$ cat src/rtl/mux_pkg.sv
// Shared constants for the 1-to-4 dispatcher: channel count, select width,
// the consumer channel indices and the select-to-one-hot decode.
package mux_pkg;

  localparam int NUM_CH = 4;
  localparam int SEL_W  = 2;

  localparam logic [SEL_W-1:0] CH_ALU = 2'd0;
  localparam logic [SEL_W-1:0] CH_MEM = 2'd1;
  localparam logic [SEL_W-1:0] CH_BR  = 2'd2;
  localparam logic [SEL_W-1:0] CH_CSR = 2'd3;

  function automatic logic [NUM_CH-1:0] sel_decode(input logic [SEL_W-1:0] sel);
    logic [NUM_CH-1:0] onehot;
    onehot = '0;
    case (sel)
      CH_ALU:  onehot = 4'b0001;
      CH_MEM:  onehot = 4'b0010;
      CH_BR:   onehot = 4'b0100;
      CH_CSR:  onehot = 4'b1000;
      default: onehot = '0;
    endcase
    return onehot;
  endfunction

endpackage

$ cat src/rtl/dispatch_slot.sv
// Single-entry output register for one dispatcher channel; it can accept a
// new beat whenever it is empty or its current beat leaves in the same cycle.
module dispatch_slot #(
  parameter int WIDTH = 32
) (
  input  logic             clk,
  input  logic             rst,
  input  logic             load,
  input  logic [WIDTH-1:0] load_data,
  input  logic             drain_ready,
  output logic             valid,
  output logic [WIDTH-1:0] data,
  output logic             can_load
);

  assign can_load = !valid || drain_ready;

  // A load wins over a drain so a same-cycle drain+load keeps valid high.
  always_ff @(posedge clk or posedge rst) begin
    if (rst) begin
      valid <= 1'b0;
      data  <= '0;
    end else if (load) begin
      valid <= 1'b1;
      data  <= load_data;
    end else if (valid && drain_ready) begin
      valid <= 1'b0;
    end
  end

endmodule

$ cat src/rtl/demux_dispatch.sv
// 1-to-4 valid/ready stream dispatcher with one registered slot per channel.
// Optional build macro DEMUX_STATS_EN adds per-channel transfer counters.
module demux_dispatch
  import mux_pkg::*;
#(
  parameter int WIDTH = 32
`ifdef DEMUX_STATS_EN
  ,
  parameter int CNT_W = 16
`endif
) (
  input  logic                    i_clk,
  input  logic                    i_rst,
  input  logic                    i_valid,
  input  logic [SEL_W-1:0]        i_sel,
  input  logic [WIDTH-1:0]        i_data,
  output logic                    o_ready,
  output logic [NUM_CH-1:0]       o_valid,
  output logic [NUM_CH*WIDTH-1:0] o_data,
  input  logic [NUM_CH-1:0]       i_ready
`ifdef DEMUX_STATS_EN
  ,
  output logic [NUM_CH*CNT_W-1:0] o_xfer_cnt
`endif
);

  logic [NUM_CH-1:0] can_load;
  logic [NUM_CH-1:0] load;
  logic [WIDTH-1:0]  slot_data [NUM_CH];

  // Ready looks only at the targeted slot, never at i_valid.
  assign o_ready = !i_rst && can_load[i_sel];
  assign load    = sel_decode(i_sel) & {NUM_CH{i_valid && o_ready}};

  for (genvar k = 0; k < NUM_CH; k++) begin : g_slot
    dispatch_slot #(.WIDTH(WIDTH)) u_slot (
      .clk         (i_clk),
      .rst         (i_rst),
      .load        (load[k]),
      .load_data   (i_data),
      .drain_ready (i_ready[k]),
      .valid       (o_valid[k]),
      .data        (slot_data[k]),
      .can_load    (can_load[k])
    );
    assign o_data[k*WIDTH +: WIDTH] = slot_data[k];
  end

`ifdef DEMUX_STATS_EN
  for (genvar k = 0; k < NUM_CH; k++) begin : g_cnt
    logic [CNT_W-1:0] cnt;
    always_ff @(posedge i_clk or posedge i_rst) begin
      if (i_rst) begin
        cnt <= '0;
      end else if (load[k]) begin
        cnt <= cnt + CNT_W'(1);
      end
    end
    assign o_xfer_cnt[k*CNT_W +: CNT_W] = cnt;
  end
`endif

  // A stalled producer must hold its destination and payload.
  a_input_stable: assert property (
    @(posedge i_clk) disable iff (i_rst)
      (i_valid && !o_ready) |=> ($stable(i_sel) && $stable(i_data))
  );

endmodule

$ cat config.mk
export PLATFORM = sky130hd
export DESIGN_NAME = demux_dispatch
export DESIGN_NICKNAME = d
export VERILOG_FILES = /design/src/rtl/mux_pkg.sv /design/src/rtl/dispatch_slot.sv /design/src/rtl/demux_dispatch.sv
export SDC_FILE = /design/constraint.sdc
export NUM_CORES = 1
export LEC_CHECK = 0
export CORE_MARGIN = 2
export CORE_UTILIZATION = 43
export CTS_BUF_LIST = sky130_fd_sc_hd__clkbuf_8
export DETAILED_ROUTE_END_ITERATION = 10
export GPL_TIMING_DRIVEN = 0
export PLACE_DENSITY = 0.82
export SLEW_MARGIN = 10
export SYNTH_ARGS = -nofsm -noshare
export SYNTH_HDL_FRONTEND = slang
export SYNTH_SLANG_ARGS = --single-unit
export TNS_END_PERCENT = 1
$ cat constraint.sdc
create_clock -name i_clk -period 4.1 [get_ports i_clk]
set_clock_uncertainty 0.05 [all_clocks]
set_input_delay 0.41 -clock i_clk [delete_from_list [all_inputs] [get_ports i_clk]]
set_output_delay 0.41 -clock i_clk [all_outputs]
set_load 0.05 [all_outputs]
* Word-level counts from Yosys, hierarchy flattened
Cells that the tools add are included.
** Word-level totals
- Register bits after elaboration :: 132
- Input bits :: 41
- Output and inout port bits :: 133
- Word-level logic and storage cells :: 44
** Operators by class
- Magnitude comparators :: 1
- Equality and inequality tests :: 3
- Mux-type cells :: 11
- Bitwise operators :: 1
- Reductions and logical operators :: 20
** Operators with widths (count)
- 4-bit one-hot mux with 4 select lines :: 1
- 1-bit two-way mux :: 9
- 2-bit nonzero test :: 4
- 1-bit logical AND :: 6
- 1-bit zero test :: 5
- 4-bit bitwise AND :: 1
- 2-bit equality test (second input constant) :: 2
- 1-bit logical OR :: 4
- 2-bit by 3-bit < comparator with 1-bit output (second input constant) :: 1
- 1-bit binary-select mux with 2-bit select :: 1
- 2-bit by 1-bit equality test with 1-bit output (second input constant) :: 1
- 2-bit zero test :: 1

* Longest topological paths before layout
Gate-level depths: netlist of the first run.
- Depth in word-level cells :: 8
- Gate-level depth with buffers :: 6
- Depth with buffers taken out :: 3

* Hierarchy
A second synthesis of the first run with hierarchy kept.
** Second synthesis, totals
- Cell total of the unflattened synthesis :: 298
- Area, all modules :: 5612.9 um2
** Modules (own cells, without submodules)
- dispatch_slot :: times used 4, cells an instance 72, area each 1382.6 um2, sequential area each 825.8 um2
- demux_dispatch :: times used 1, cells an instance 10, area each 82.6 um2, sequential area each 0.0 um2

* Least setup slack after synthesis of the first run
Ideal clock, no wire load.
- Kind :: input to output
- Start point :: in i_rst
- End point :: out o_ready
- Arrival time :: 4.653 ns
- Required time :: 3.640 ns
- Setup slack :: -1.013 ns
- Stages :: 3
- Path buffers :: 0
- Cell sequence :: inv_1 -> o311ai_0 -> a21oi_1
** Between the ends
- Longest elaborated chain between the ends :: 2
** Ends and longest elaborated chain
- from (decl) :: line demux_dispatch.sv:13 : input logic i_rst,
- 1-bit zero test (no line)
- 1-bit logical AND :: line demux_dispatch.sv:32 : assign o_ready = !i_rst && can_load[i_sel];
- to (decl) :: line demux_dispatch.sv:17 : output logic o_ready,
Every way passes these cells.

* Worst setup path in the final report of the first run
Ends and elaborated chain as after synthesis.

==> reports/metrics.yaml, run 1 <==
timing:
  tightest_slew_ns: 0.8582
  maxSlewHeadroom: 0.4267
  tns_ns: 0
  fin_crit_sh: 0.7980
  fmax_mhz: 305.6
  rsz0062_at_grt: "no"
  worst_slack_ns: 0.8282
  finalHoldViolCount: 0
  finalMaxSlewViolations: 0
  period_minus_slack_ns: 3.272
  setup_viol: 0
final_layout:
  syn2layout_area_growth_pct: 43.48
  diodes: 0
  drive_gt1_frac: 0.3604
  fin_nets: 535
  final_util: 0.6285
  layout.cells.non_filler: 652
setup_path:
  path_cells: "clkdlybuf4s50_1 -> clkinvlp_4 -> o311ai_0 -> a21oi_1 -> clkdlybuf4s50_1"
  worst-path-buf-inv: 3
  cpPeakStageDelay_ns: 0.72
  cp.required_ns: 3.64
  r2r_slack_ns: 2.54
  path_class: "in2out"
  crit_top_cell: "clkdlybuf4s50_1"
  crit_arrival_ns: 2.81
  endpoint_kind: "output port"
  crit_family: "buffers and inverters"
  crit_fanout: 37
  start_kind: "primary input"
  cpMaxStageDelayCell: "clkdlybuf4s50_1"
clock_tree:
  cts_tree: "yes"
  clock-root-buffer: "clkbuf_8"
  cts.clk_slew.worst_paths_ns: 0.07
  cts_buffers: 17
  cts_htree_levels: 4
  cts_buffer_depth: 2
  cts_resized: 0
  hold_buffers: 0
  cts_sinks: 132
  clkLatencyLatePin_ns: 0.44
  cts_setup_buffers: 0
flow_run:
  maxCapViolations: 0
pwr:
  pwr-share-clk: 0.186
  leakage_nw: 3.279
  sequentialPowerShare: 0.371
  p_comb_frac: 0.443
  powerDensity_nw_per_um2: 625.8
  p_int_mw: 2.758
  p_sw_mw: 1.926
  ir_drop_mv: 0.3427
  switching_share: 0.4111
  power_mw: 4.684
route:
  finalWirelength_um: 11880
  num_vias: 3227
  drt-pass1-iter-count: 4
  drt-vias-per-instance: 4.949
  drcViolationCount: 0
  wire_per_inst_um: 18.21
  drt_iter0_drc: 146
  ant_nets: 0
grt:
  grt_pass1_wl_um: 18960
  grt_antenna_before_repair: 0
  grt_pass1_vias: 3568
  grt_max_degree: 40
  overflow: 0
  grt_use_total: 0.1931
place:
  place_ws_ns: 0.7735
  portBuffers: 171
  gp_congestion: 0.7568
  hpwl_um: 8581
  dp_cells: 622
floorplan:
  dieArea_um2: 13030
  die_height_um: 114.2
  initial_core_util: 0.4380
  pin_count: 174
  fp.dieW_um: 114.2
  core.rowCount: 40
  core_area_um2: 11910
run_status:
  status: "complete, no violations"
logic_synthesis:
  ys_ff_latch: 132
  ys_seq_area_frac: 0.6331
  netlist_area_um2: 5218
  syn_inst: 301
  synth.distinct_cells: 23
  syn_area_per_cell_um2: 17.33
  synth_nets: 342
  synth_warnings: 0
hold_path:
  hold_path.class: "in2reg"
Yosys cell counts:
| master | number | area (um2) |
|---|---|---|
| nor2_1 | 1 | 3.750 |
| nand4b_2 | 1 | 15.01 |
| clkbuf_8 | 2 | 27.53 |
| mux2_2 | 98 | 1104 |
| mux2i_1 | 1 | 10.01 |
| nand2_1 | 4 | 15.01 |
| buf_2 | 6 | 30.03 |
| dfrtp_1 | 132 | 3303 |
| nand2b_1 | 3 | 18.77 |
| buf_4 | 4 | 30.03 |
| nand3_2 | 1 | 10.01 |
| inv_1 | 1 | 3.750 |
| nand2b_4 | 1 | 13.76 |
| a21oi_1 | 1 | 5.000 |
| o21ai_0 | 2 | 10.01 |
| nand4_2 | 1 | 12.51 |
| nor2b_2 | 1 | 8.760 |
| nand4bb_1 | 1 | 11.26 |
| and4b_1 | 1 | 10.01 |
| o311ai_0 | 1 | 8.760 |
| buf_12 | 3 | 60.06 |
| buf_6 | 5 | 56.30 |
| mux2_4 | 30 | 450.4 |
cell usage in the layout, fill, tap and decap left out:
| master | count |
|---|---|
| a21oi_1 | 1 |
| and4b_1 | 1 |
| buf_12 | 5 |
| buf_16 | 1 |
| buf_2 | 6 |
| buf_4 | 4 |
| buf_6 | 5 |
| clkbuf_8 | 20 |
| clkdlybuf4s50_1 | 171 |
| clkinv_2 | 7 |
| clkinvlp_4 | 1 |
| dfrtp_1 | 132 |
| inv_1 | 5 |
| mux2_2 | 98 |
| mux2_4 | 30 |
| mux2i_1 | 1 |
| nand2_1 | 4 |
| nand2b_1 | 3 |
| nand2b_4 | 1 |
| nand3_2 | 1 |
| nand4_2 | 1 |
| nand4b_2 | 1 |
| nand4bb_1 | 1 |
| nor2_1 | 1 |
| nor2b_2 | 1 |
| o21ai_0 | 2 |
| o311ai_0 | 1 |
flip-flops by register name, indices dropped and copies added, names as in the netlist:
name / count
g_slot.u_slot.data: 128
g_slot.u_slot.valid: 4
area by class of cell:
type	count	area [um2]
fill	886	4425
sequential	132	3303
timing repair buffer	174	1779
multi-input combinational	148	1707
clock buffer	18	247.7
buffer	20	203.9
tap	147	183.9
clock inverter	12	53.80
inverter	1	7.507
power groups by stage:
stage	Sequential (mW)	Clock, mW	Combinational (mW)
after detailed placement	1.76	0	2.09
after CTS	1.74	0.898	2.09
after global placement	1.75	0	2.05
after global routing	1.78	0.957	2.14
final	1.74	0.869	2.07
after floorplan	2.75	0	0.350
cell families (layout without fill, tap and decap cells):
group	count (synthesis)	count (layout)	synth area share
compound gates	4	4	0.004556
simple gates	15	15	0.02278
flops	132	132	0.6331
mux	129	129	0.2998
buf+inv	21	225	0.03981
through the flow:
| step | area (um2) | hold slack, ns |
|---|---|---|
| finish | 7486 | 0.1816 |
| global route | 7486 | 0.1639 |
| CTS | 7486 | 0.1537 |
| detailed placement | 7184 | 0.4421 |
| global placement | 7117 | 0.4363 |
| floorplan | 5221 | 0.4471 |
final timing paths:
check | end | depth (start not counted) | from
worst max-delay path | o_ready | 5 | i_rst
worst min-delay path | g_slot[2].u_slot.valid$_DFFE_PP0P_ | 2 | i_sel[0]
worst max register to register | g_slot[1].u_slot.data[2]$_DFFE_PP0P_ | 4 | g_slot[1].u_slot.valid$_DFFE_PP0P_
worst min register to register | g_slot[1].u_slot.data[16]$_DFFE_PP0P_ | 1 | g_slot[1].u_slot.data[16]$_DFFE_PP0P_
max in group asynchronous | g_slot[0].u_slot.data[12]$_DFFE_PP0P_ | 4 | i_rst
min in group asynchronous | g_slot[1].u_slot.valid$_DFFE_PP0P_ | 2 | i_rst
routing by layer:
metal | vias up | GRT usage | wire (um)
met5 | - | 0 | 0
met4 | 0 | 0.1008 | 375
met3 | 29 | 0.06564 | 752
met2 | 123 | 0.3111 | 5742
met1 | 1631 | 0.2306 | 5006
li1 | 1444 | - | -
No activity file was read; power rests on OpenSTA's default activity.
==> run 2, diff against run 1 <==
Clock period 4.1 ns to 2.92 ns, I/O delays scaled along.
==> run 2 against run 1 <==
Sequential share of layout area decreased by 0.22 points. Critical path depth stayed put. Utilization rose by 0.32 points. Total power grew 42%. Sequential power grew 41%. Worst hold slack got worse by 0.11 ns. Via count is 0.22% lower. Register-to-register slack got worse by 1.2 ns. Die area stayed put. First-iteration DRC count fell by 14%.
==> reports/metrics.yaml, run 2 (synthesis gave the netlist of run 1 again) <==
final_layout:
  seqCellArea_um2: 3303
  largestRegisters: "g_slot.u_slot.data: 128 flops, g_slot.u_slot.valid: 4 flops"
  largest_reg_flops: 128
  multiInputGateArea_um2: 1710
  largest_register: "g_slot.u_slot.data"
  fin_nets: 536
  fillers: 892
  layout_common_cells: "171 x clkdlybuf4s50_1, 132 x dfrtp_1, 98 x mux2_2"
  layout_commonest_cell: "clkdlybuf4s50_1"
  drive_gt1_frac: 0.3590
  syn2layout_area_growth_pct: 44.20
  diodes: 0
route:
  wire_per_inst_um: 18.60
  met1_length_um: 4754
  drt-vias-per-instance: 4.924
  drt-pass1-iter-count: 4
  finalWirelength_um: 12160
  drt_iter0_drc: 125
  met3RoutedLength_um: 828
  wl_met2_um: 6259
  num_vias: 3220
  drcViolationCount: 0
  ant_nets: 0
  top_layer_used: "met4"
clock_tree:
  clkLatencyLatePin_ns: 0.44
  cts_tree: "yes"
  clock-root-buffer: "clkbuf_8"
  cts_setup_buffers: 0
  hold_buffers: 0
  cts_htree_levels: 4
  cts.clk_slew.worst_paths_ns: 0.06
  cts_resized: 0
  cts_buffer_depth: 2
  cts_buffers: 17
  cts_sinks: 132
setup_path:
  cp.required_ns: 2.58
  reg2reg_depth: 4
  regToRegStartpoint: "g_slot[1].u_slot.valid$_DFFE_PP0P_"
  crit_arrival_ns: 2.44
  worst_r2r_endpoint: "g_slot[1].u_slot.data[4]$_DFFE_PP0P_"
  endpoint_kind: "output port"
  start_kind: "primary input"
  crit_start: "i_rst"
  crit_fanout: 17
  r2r_slack_ns: 1.39
  path_class: "in2out"
grt:
  grt_pass1_wl_um: 19270
  grt_use_total: 0.1975
  grt_max_degree: 41
  grt_pass1_vias: 3583
  overflow: 0
  grt_antenna_before_repair: 0
pwr:
  sequentialPowerShare: 0.367
  leakage_nw: 3.294
  p_comb_frac: 0.437
  powerDensity_nw_per_um2: 887.0
  pwr-share-clk: 0.196
  p_int_mw: 3.962
  switching_share: 0.4063
  ir_drop_mv: 0.4805
  p_sw_mw: 2.711
  power_mw: 6.673
hold_path:
  hold_depth: 2
  hold_path.class: "in2reg"
  whs_endpoint: "g_slot[2].u_slot.valid$_DFFE_PP0P_"
  min_from: "i_sel[0]"
floorplan:
  core_area_um2: 11910
  pin_count: 174
  initial_core_util: 0.4380
  die_height_um: 114.2
  core.rowCount: 40
  dieArea_um2: 13030
  fp.dieW_um: 114.2
timing:
  rsz0062_at_grt: "no"
  tightest_slew_ns: 0.8154
  finalMaxSlewViolations: 0
  maxSlewHeadroom: 0.4534
  period_minus_slack_ns: 2.787
  tns_ns: 0
  fin_crit_sh: 0.9544
  finalHoldViolCount: 0
  setup_viol: 0
  fmax_mhz: 358.8
place:
  portBuffers: 171
  hpwl_um: 8814
  gp_congestion: 0.7666
run_status:
  status: "complete, no violations"
flow_run:
  maxCapViolations: 0
## run 2: final cells by class
type	instances	share of cell area
Tap cell	147	0.02445
Inverter	1	0.0009978
Sequential cell	132	0.4390
Multi-Input combinational cell	148	0.2273
Timing Repair inverter	1	0.0006652
Clock inverter	13	0.01098
Clock buffer	18	0.03293
Timing Repair Buffer	174	0.2365
Buffer	20	0.02711
## run 2: power by group through the flow
stage	combinational [mW]	clock [mW]	sequential [mW]
6_report	2.92	1.31	2.45
5_1_grt	3.01	1.42	2.50
4_1_cts	2.94	1.35	2.45
3_5_place_dp	2.93	0	2.48
3_3_place_gp	2.88	0	2.45
2_1_floorplan	0.493	0	3.86
## run 2: worst max path at each step
stage | cells past startpoint | slack (ns) | to
final | 5 | 0.13 | o_ready
after global routing | 5 | 0.03 | o_ready
after floorplan | 3 | -0.21 | o_ready
after detailed placement | 5 | -0.13 | o_ready
after CTS | 5 | 0.11 | o_ready
after global placement | 5 | -2.06 | o_ready
## run 2: critical path, cell delays in order
cell	delay [ns]
clkdlybuf4s50_1	0.53
clkinvlp_4	0.39
o311ai_0	0.25
a21oi_2	0.15
clkdlybuf4s50_1	0.82
## run 2: metrics by stage
stage	instance area, um2	std cells	hold slack [ns]	utilization	setup slack (ns)
after floorplan	5225	301	0.3901	-	-0.2142
after global placement	7121	619	0.4363	0.5978	-2.065
after CTS	7523	654	0.04518	0.6316	0.1096
final	7523	654	0.06910	0.6316	0.1332
after global routing	7523	654	0.07097	0.6316	0.02543
after detailed placement	7188	622	0.4419	0.6035	-0.1301
## run 2: layer usage
layer,GRT usage,vias to the layer above
met4,0.09268,0
met1,0.2261,1638
li1,-,1444
met5,0,-
met3,0.07147,24
met2,0.3306,114
==> run 3, diff against run 2 <==
Settings changed: MAX_ROUTING_LAYER from default to met4.
==> run 3 against run 2 <==
Via count up 0.19%. Clock-buffer cell count unchanged. Wire length about the same. Clock power about the same. Worst setup slack worse by 0.0026 ns. Final cell count unchanged. Maximum frequency about the same. Global-route usage up 0.58 points. Design area unchanged. Die area unchanged. Register-to-register slack about the same.
==> reports/metrics.yaml, run 3 (synthesis gave the netlist of run 1 again) <==
timing:
  maxSlewHeadroom: 0.4487
  tightest_slew_ns: 0.8225
  fin_crit_sh: 0.9553
  tns_ns: 0
  period_minus_slack_ns: 2.789
  setup_viol: 0
  finalMaxSlewViolations: 0
  finalHoldViolCount: 0
  fmax_mhz: 358.5
  holdWs_ns: 0.07657
  rsz0062_at_grt: "no"
setup_path:
  crit_arrival_ns: 2.45
  path_cells: "clkdlybuf4s50_1 -> clkinvlp_4 -> o311ai_0 -> a21oi_2 -> clkdlybuf4s50_1"
  crit_fanout: 17
  crit_top_cell: "clkdlybuf4s50_1"
  reg2reg_depth: 4
  path_class: "in2out"
  worst-path-buf-inv: 3
  regToRegStartpoint: "g_slot[1].u_slot.valid$_DFFE_PP0P_"
  endpoint_kind: "output port"
  cpPeakStageDelay_ns: 0.83
  start_kind: "primary input"
  worst_r2r_endpoint: "g_slot[1].u_slot.data[4]$_DFFE_PP0P_"
  r2r_slack_ns: 1.39
  cp.required_ns: 2.58
  crit_family: "buffers and inverters"
  cpMaxStageDelayCell: "clkdlybuf4s50_1"
final_layout:
  diodes: 0
  layout.cells.non_filler: 654
  fillers: 892
  layout_common_cells: "171 x clkdlybuf4s50_1, 132 x dfrtp_1, 98 x mux2_2"
  largest_register: "g_slot.u_slot.data"
  syn2layout_area_growth_pct: 44.20
  fin_area_um2: 7523
  layout_commonest_cell: "clkdlybuf4s50_1"
  largest_reg_flops: 128
  largestRegisters: "g_slot.u_slot.data: 128 flops, g_slot.u_slot.valid: 4 flops"
  drive_gt1_frac: 0.3590
  fin_nets: 536
clock_tree:
  cts_tree: "yes"
  clock-root-buffer: "clkbuf_8"
  cts_setup_buffers: 0
  hold_buffers: 0
  cts_resized: 0
  cts_htree_levels: 4
  cts.clk_slew.worst_paths_ns: 0.06
  cts_buffer_depth: 2
  cts_sinks: 132
  clkLatencyLatePin_ns: 0.43
  cts_buffers: 17
flow_run:
  maxCapViolations: 0
route:
  drt-vias-per-instance: 4.933
  wire_per_inst_um: 18.59
  num_vias: 3226
  drcViolationCount: 0
  finalWirelength_um: 12160
  drt-pass1-iter-count: 4
  ant_nets: 0
  drt_iter0_drc: 130
grt:
  grt_use_total: 0.2033
  grt_max_degree: 41
  grt_antenna_before_repair: 0
  overflow: 0
  grt_pass1_vias: 3594
  grt_pass1_wl_um: 19250
pwr:
  power_mw: 6.669
  leakage_nw: 3.294
  powerDensity_nw_per_um2: 886.5
  ir_drop_mv: 0.4809
place:
  gp_congestion: 0.7768
  dp_cells: 622
  portBuffers: 171
  hpwl_um: 8814
  dpl_cell_area_um2: 7188
floorplan:
  initial_core_util: 0.4380
  core.rowCount: 40
  pin_count: 174
  fp.dieW_um: 114.2
  die_height_um: 114.2
  dieArea_um2: 13030
  core_area_um2: 11910
hold_path:
  min_from: "i_sel[0]"
  hold_depth: 2
  hold_path.class: "in2reg"
  whs_endpoint: "g_slot[2].u_slot.valid$_DFFE_PP0P_"
run_status:
  status: "complete, no violations"
## run 3: metal layers
| metal | global-route usage | wire length (um) |
|---|---|---|
| met1 | 0.2359 | 4942 |
| met5 | - | 0 |
| met2 | 0.3306 | 6272 |
| met4 | 0.09024 | 303 |
| met3 | 0.05770 | 637 |
## run 3: cell type report
cell class	count	area, um2	share of cell area
tap	147	183.9	0.02445
timing repair inverter	1	5.005	0.0006652
buffer	20	203.9	0.02711
timing repair buffer	174	1779	0.2365
inverter	1	7.507	0.0009978
sequential	132	3303	0.4390
clock inverter	13	82.58	0.01098
clock buffer	18	247.7	0.03293
multi-input combinational	148	1710	0.2273
## run 3: worst max-delay path by stage
stage	start	end	cells after the start
after global placement	i_rst	o_ready	5
after detailed placement	i_rst	o_ready	5
after CTS	i_rst	o_ready	5
after floorplan	i_rst	o_ready	3
final	i_rst	o_ready	5
after global routing	i_rst	o_ready	5
## run 3: through the flow
step           utilization  worst slack, ns
2_1_floorplan            -          -0.2142
3_3_place_gp        0.5978           -2.065
3_5_place_dp        0.6035          -0.1301
4_1_cts             0.6316           0.1096
5_1_grt             0.6316          0.02917
6_report            0.6316           0.1306
## run 3: power by group
part / total, mW / switching (mW) / internal (mW)
clock: 1.30 / 0.644 / 0.659
sequential: 2.45 / 0.220 / 2.23
combinational: 2.92 / 1.84 / 1.08
## run 3: worst reg2reg max path, cell delays in order (launching register included)
cell,delay [ns]
dfrtp_1,0.35
nand2b_1,0.10
nand4b_2,0.19
buf_2,0.34
mux2_2,0.38
